`src/rtl/shake_squeeze_collector.sv`:
```
// Packs WOUT-bit SHAKE squeeze words into WIDE-bit words and stops the squeeze after out_len words.
// Optional build macro SQZ_BYTE_SWAP_EN byte-reverses every squeeze word before packing.
module shake_squeeze_collector #(
  parameter int WOUT  = 32,
  parameter int WIDE  = 128,
  parameter int LEN_W = 16
) (
  input  logic             clk,
  input  logic             rst,
  input  logic             start,
  input  logic [LEN_W-1:0] out_len,
  input  logic [WOUT-1:0]  sqz_dout,
  input  logic             sqz_dout_valid,
  output logic             sqz_dout_ready,
  output logic             force_done,
  input  logic             force_done_ack,
  output logic [WIDE-1:0]  wide_dout,
  output logic             wide_valid,
  input  logic             wide_ready,
  output logic             busy,
  output logic             done
);

  localparam int RATIO  = WIDE / WOUT;
  localparam int LANE_W = $clog2(RATIO + 1);
  localparam logic [LANE_W-1:0] LANE_FULL = LANE_W'(RATIO);
  localparam logic [LANE_W-1:0] LANE_LAST = LANE_W'(RATIO - 1);

  typedef enum logic [1:0] {IDLE, COLLECT, STOP, FIN} state_t;

  state_t            state;
  logic [LEN_W-1:0]  len;
  logic [LEN_W-1:0]  words_issued;
  logic [LEN_W-1:0]  words_sent;
  logic [LANE_W-1:0] lane;
  logic [WIDE-1:0]   pack_reg;
  logic [WIDE-1:0]   pack_next;
  logic [WOUT-1:0]   in_word;
  logic [LEN_W:0]    len_ext;
  logic [LEN_W:0]    issued_inc;
  logic [LEN_W:0]    sent_inc;
  logic              out_free;
  logic              wide_hs;
  logic              lane_full;
  logic              accept;
  logic              load_full;
  logic              load_last;
  logic              last_hs;

`ifdef SQZ_BYTE_SWAP_EN
  always_comb begin
    in_word = '0;
    for (int b = 0; b < WOUT / 8; b++)
      in_word[(WOUT/8 - 1 - b)*8 +: 8] = sqz_dout[b*8 +: 8];
  end
`else
  assign in_word = sqz_dout;
`endif

  assign out_free   = !wide_valid || wide_ready;
  assign wide_hs    = wide_valid && wide_ready;
  assign lane_full  = (lane == LANE_FULL);
  assign len_ext    = {1'b0, len};
  assign issued_inc = {1'b0, words_issued} + (LEN_W+1)'(1);
  assign sent_inc   = {1'b0, words_sent} + (LEN_W+1)'(1);

  // A full pack register may take a new lane-0 word only while it drains and more words remain.
  always_comb begin
    sqz_dout_ready = 1'b0;
    if (state == COLLECT) begin
      if (lane_full) sqz_dout_ready = out_free && (issued_inc < len_ext);
      else           sqz_dout_ready = (words_issued < len);
    end
  end

  assign accept    = sqz_dout_valid && sqz_dout_ready;
  assign load_full = (state == COLLECT) && lane_full && out_free;
  assign load_last = accept && (lane == LANE_LAST) && out_free;
  assign last_hs   = wide_hs && (sent_inc == len_ext);

  always_comb begin
    pack_next = pack_reg;
    for (int i = 0; i < RATIO; i++)
      if (accept && (lane_full ? (i == 0) : (lane == LANE_W'(i))))
        pack_next[i*WOUT +: WOUT] = in_word;
  end

  always_ff @(posedge clk or posedge rst) begin
    if (rst) begin
      state        <= IDLE;
      len          <= '0;
      words_issued <= '0;
      words_sent   <= '0;
      lane         <= '0;
      pack_reg     <= '0;
      wide_dout    <= '0;
      wide_valid   <= 1'b0;
      force_done   <= 1'b0;
      busy         <= 1'b0;
      done         <= 1'b0;
    end else begin
      done <= 1'b0;
      case (state)
        IDLE: begin
          if (start && !force_done_ack) begin
            len          <= out_len;
            words_issued <= '0;
            words_sent   <= '0;
            lane         <= '0;
            busy         <= 1'b1;
            if (out_len == '0) begin
              state      <= STOP;
              force_done <= 1'b1;
            end else begin
              state <= COLLECT;
            end
          end
        end
        COLLECT: begin
          if (accept) pack_reg <= pack_next;
          if (load_full)      wide_dout <= pack_reg;
          else if (load_last) wide_dout <= pack_next;
          if (load_full || load_last) begin
            wide_valid   <= 1'b1;
            words_issued <= words_issued + LEN_W'(1);
          end else if (wide_hs) begin
            wide_valid <= 1'b0;
          end
          if (wide_hs) words_sent <= words_sent + LEN_W'(1);
          if (load_full)      lane <= accept ? LANE_W'(1) : '0;
          else if (load_last) lane <= '0;
          else if (accept)    lane <= lane + LANE_W'(1);
          if (last_hs) begin
            state      <= STOP;
            force_done <= 1'b1;
          end
        end
        STOP: begin
          if (force_done_ack) begin
            force_done <= 1'b0;
            state      <= FIN;
          end
        end
        FIN: begin
          done  <= 1'b1;
          busy  <= 1'b0;
          state <= IDLE;
        end
        default: state <= IDLE;
      endcase
    end
  end

endmodule

```
`config.mk`:
```
export PLATFORM = sky130hd
export DESIGN_NAME = shake_squeeze_collector
export DESIGN_NICKNAME = d
export VERILOG_FILES = /design/src/rtl/shake_squeeze_collector.sv
export SDC_FILE = /design/constraint.sdc
export NUM_CORES = 1
export LEC_CHECK = 0
export BUFFER_PORTS_ARGS = -buffer_cell sky130_fd_sc_hd__buf_2
export CORE_MARGIN = 5
export CORE_UTILIZATION = 40
export CTS_BUF_LIST = sky130_fd_sc_hd__clkbuf_16
export CTS_CLUSTER_SIZE = 16
export DETAILED_ROUTE_END_ITERATION = 7
export MAX_ROUTING_LAYER = met4
export PLACE_DENSITY_LB_ADDON = 0.1
export REMOVE_ABC_BUFFERS = 1
export SYNTH_ARGS = -nofsm -noshare
export SYNTH_HDL_FRONTEND = slang
export SYNTH_SLANG_ARGS = --single-unit
export TNS_END_PERCENT = 20
```
`constraint.sdc`:
```
create_clock -name clk -period 15.12 [get_ports clk]
set_input_delay 3.024 -clock clk [delete_from_list [all_inputs] [get_ports clk]]
set_output_delay 3.024 -clock clk [all_outputs]
set_load 0.03 [all_outputs]
```
# Yosys cells after proc, flatten, opt, wreduce, memory -nomap -nowiden
# Cells that the tools add are included.
# totals
output_inout_bits	133
word_cells	106
input_bits	54
register_bits	313
# classes
n_reduce_logical	35
n_lt_le_gt_ge	2
n_mux	38
eq_ne	15
add_sub_neg	5
# op_table
op	count
128-bit two-way mux	2
32-bit two-way mux	4
16-bit case mux with 2 select lines	2
16-bit two-way mux	3
16-bit by 1-bit adder with 17-bit output (second input constant)	2
16-bit by 1-bit adder with 16-bit output (second input constant)	2
17-bit by 16-bit == test with 1-bit output	1
17-bit by 16-bit < comparator with 1-bit output	1
16-bit logical NOT	1
16-bit < comparator	1
1-bit two-way mux	15
1-bit logical AND	13
3-bit two-way mux	4
3-bit AND reduction	4
2-bit inequality test (second input constant)	5
2-bit AND reduction	5
2-bit two-way mux	4
2-bit case mux with 4 select lines	1
2-bit nonzero test	4
3-bit by 2-bit == test with 1-bit output (second input constant)	2
3-bit case mux with 2 select lines	1
5-bit AND reduction	1
2-bit == test (second input constant)	2
4-bit inequality test (second input constant)	1
other kinds (12)	14

# Longest topological paths before layout
# logic_depth
ltp_word	11
ltp_mapped	18
mapped_depth_nobuf	14

# Least setup slack after synthesis
# OpenSTA, ideal clock, no wires.
# synth_timing
path_kind	input port to output port
from	input wide_ready
to	output sqz_dout_ready
required_ns	12.096
path_buffers	0
arrival_ns	4.315
path_slack_ns	7.781
stages	6
cell_sequence	nand2b_1 > nand3_1 > a211oi_1 > o41ai_4 > o21ai_4 > and2_1
# synth_between
elab_chain_cells	4
# synth_lines
item	line	rtl
start, declared	19	input logic wide_ready,
1-bit logical OR	60	assign out_free = !wide_valid || wide_ready;
1-bit logical AND	71	if (lane_full) sqz_dout_ready = out_free && (issued_inc < len_ext);
1-bit two-way mux	71	
1-bit two-way mux	70	if (state == COLLECT) begin
end, declared	14	output logic sqz_dout_ready,
# Every way passes these cells.

# Worst setup path after layout
# Ends and elaborated chain as after synthesis.

==> metrics.md <==
| Metric | Value |
|---|---|
| Leak | `between 8 and 9 nW` |
| Max-Cap Viols | `0` |
| Placer Congestion | `~0.86` |
| CP required | `~12 ns` |
| Worst skew pair latency | `approximately 0.53 ns` |
| DR vias/cell | `between 5 and 6` |
| Fraction of registers with async set/reset | `1.00` |
| Post-Route WL | `roughly 33000 um` |
| Fin. max-slew vios | `0` |
| WL/cell | `approximately 19 um` |
| Slew @ Worst Pin | `roughly 1.1 ns` |
| Vias in the first global route | `between 9000 and 10000` |
| Crit Reg-Reg Endpoint | `wide_dout[45]` |
| Ys flop type | `dfrtp_1` |
| Clock sinks | `313` |
| Max_slew headroom | `0.287` |
| Area occupied by registers | `around 8000 sq um` |
| Clock Root Buffer | `clkbuf_16` |
| Final net count | `approximately 1400` |
| Die area | `~39000 sq um` |
| Status | `completed` |
| Hold path endpoint | `pack_reg[60]` |
| Cts hold-fix bufs | `0` |
| Worst hold path class | `register to register` |
| Area of the multi-input gates | `~6000 sq um` |
| Crit Reg-Reg Startpoint | `words_issued[0]` |
| Critical path's largest stage delay | `0.38 ns` |
| Clock tree buffer depth | `3` |
| PD cells | `about 200 nW/um^2` |
| Die height | `between 150 and 200 um` |
| Worst path bufs/invs | `2` |
| Area grow syn2layout | `17.4%` |
| Ys Warns | `0` |
| Global Route Usage Sum | `0.176` |
| Crit share post-route | `0.509` |
| Startpoint types | `primary input` |
| TritonCTS clock tree | `built` |
| Vias | `about 9000` |
| Post-route ant nets | `0` |
| RSZ-0062 raised after global routing | `no` |
| Worst r2r path cells | `14` |
| Drt drc | `0` |
| HPWL Detailed | `22000 um` |
| Largest delay contributor family on the critical path | `compound AO/OA/AOI/OAI gates` |
| Grt total ovfl | `0` |
| Post-Synthesis Cells | `about 1100` |
| Core area | `about 35000 sq um` |
| Hold Path Origin | `pack_reg[60]` |
| Antenna violations before repair | `2` |
| Crit. Startpoint | `wide_ready` |
| Most used cell, CP | `buf_2` |
| Setup TNS Final | `0 ns` |
| H-tree Lvls | `2` |
| CP cell instances | `buf_2, nand2b_1, nand3_1, a211oi_1, o41ai_4, o21ai_4, and2_1, buf_2` |
| Final setup viols | `0` |
| First-pass GRT wire length | `53600 um` |
| Worst hold path depth | `1` |
| Synth Cell Area | `around 14000 sq um` |
| VDD IR max | `roughly 120 uV` |
| Post_cts resized | `0` |
| CTS Buf Count | `36` |
| Hold Fails Final Rpt | `0` |
| # Post-CTS Setup Buffers | `0` |
| FILL cells | `3217` |
| Share of cells above drive strength 1 | `0.379` |
| Initial Util | `0.406` |
| Instance count on the critical path | `8` |
| IO Port Bufs | `roughly 190` |
| Crit-path max FO | `7` |
| Initial DRC Count | `slightly above 300` |
| Number of synthesized flops with an enable pin | `0` |
| R2R setup slack | `between 10 and 15 ns` |
| Drt first pass iters | `4` |
| # rows | `68` |
| Post-layout util | `0.477` |
| Setup CP Type | `primary input to primary output` |
| Die width | `198 um` |
| Avg Cell Area, Syn | `approximately 13 sq um` |
| Tmin final | `7.69 ns` |
| Skew final | `0.0165 ns` |
| Yosys cell types | `58` |
| Critical Path AT | `about 4.7 ns` |
| Seq/Total Area, Yosys | `0.555` |
| Register bit total from synthesis | `313` |
| Fmax | `around 130 MHz` |
| Worst path slowest cell | `a211oi_1` |
| Clk slew on worst S/H paths | `roughly 0.060 ns` |
| CP Capture Type | `primary output` |
| Largest net degree at the start of global routing | `112` |
| IO Pins | `187` |
-- placed cells by master, fill, tap and decap left out, types with 7 or more instances in the layout --
master	instances
nand4_1	9
inv_1	50
a211oi_1	7
nor3_1	12
nor2_1	43
and3_1	8
mux2_4	22
nor4_1	7
mux2_1	7
and2_1	7
xor2_1	10
dfrtp_1	313
nand3_1	33
o21ai_0	41
mux2_2	211
o31ai_1	13
ha_1	41
a21oi_1	51
clkbuf_16	37
mux2i_1	34
buf_2	186
xnor2_1	23
buf_4	10
nand2_1	35
-- worst max-delay path by stage --
| stage | endpoint | slack [ns] |
|---|---|---|
| final | sqz_dout_ready | 7.43 |
| after global routing | sqz_dout_ready | 7.27 |
| after CTS | sqz_dout_ready | 7.40 |
| after detailed placement | sqz_dout_ready | 7.36 |
| after global placement | sqz_dout_ready | 7.43 |
| after floorplan | busy | 3.44 |
-- logic make-up after synthesis --
logic type | count (synthesis) | synth area share
muxes | 274 | 0.222
xor gates and xnor gates | 33 | 0.0205
and+or+nand+nor | 185 | 0.0690
buffers and inverters | 92 | 0.0310
AOI/OAI and AO/OA | 148 | 0.0662
DFF | 313 | 0.555
adders and majority gates | 41 | 0.0364
-- power by group --
group          total, W  switching (W)  leakage [nW]  internal [W]
Combinational   0.00123       0.000750          3.64      0.000480
Sequential      0.00132       0.000170          4.08       0.00115
Clock          0.000832       0.000350         0.608      0.000481
Total           0.00339        0.00127          8.33       0.00212
-- area by class of cell --
cell class,count,share of cell area
repair buffers,196,0.0607
well taps,455,0.0344
inverters,38,0.00907
multi-input cells,681,0.354
clock buffers,37,0.0559
diodes,2,0.000302
flip-flops and latches,313,0.473
clock inverters,29,0.0128
-- metal layers --
layer / global-route usage / routed length, um / part of all wire
met1: 0.231 / 15100 / 0.46
met2: 0.274 / 15400 / 0.46
met3: 0.0509 / 2120 / 0.064
met4: 0.0377 / 559 / 0.017
met5: - / 0 / 0
-- synth_stat cells, drive strengths merged, types with 10 or more instances --
| master | instances | area, sq um |
|---|---|---|
| dfrtp | 313 | 7830 |
| mux2 | 240 | 2790 |
| a21oi | 51 | 255 |
| nor2 | 43 | 161 |
| o21ai | 43 | 226 |
| ha | 41 | 513 |
| inv | 38 | 143 |
| buf | 37 | 230 |
| nand2 | 36 | 135 |
| mux2i | 34 | 340 |
| nand3 | 33 | 165 |
| xnor2 | 23 | 201 |
| clkbuf | 17 | 63.8 |
| nand4 | 13 | 115 |
| o31ai | 13 | 97.6 |
| nor3 | 12 | 60.1 |
| xor2 | 10 | 87.6 |
-- per-stage QoR --
stage	cell area (sq um)	hold WS [ns]	setup WS, ns	total power, W	instances
after floorplan	13800	0.456	3.44	0.00220	1032
after global placement	15400	0.466	7.43	0.00257	1683
after detailed placement	15400	0.472	7.36	0.00259	1683
after CTS	16600	0.485	7.40	0.00344	1749
after global routing	16600	0.498	7.27	0.00361	1751
final	16600	0.483	7.43	0.00339	1751
Note: power is estimated with default switching activity, not from simulation.
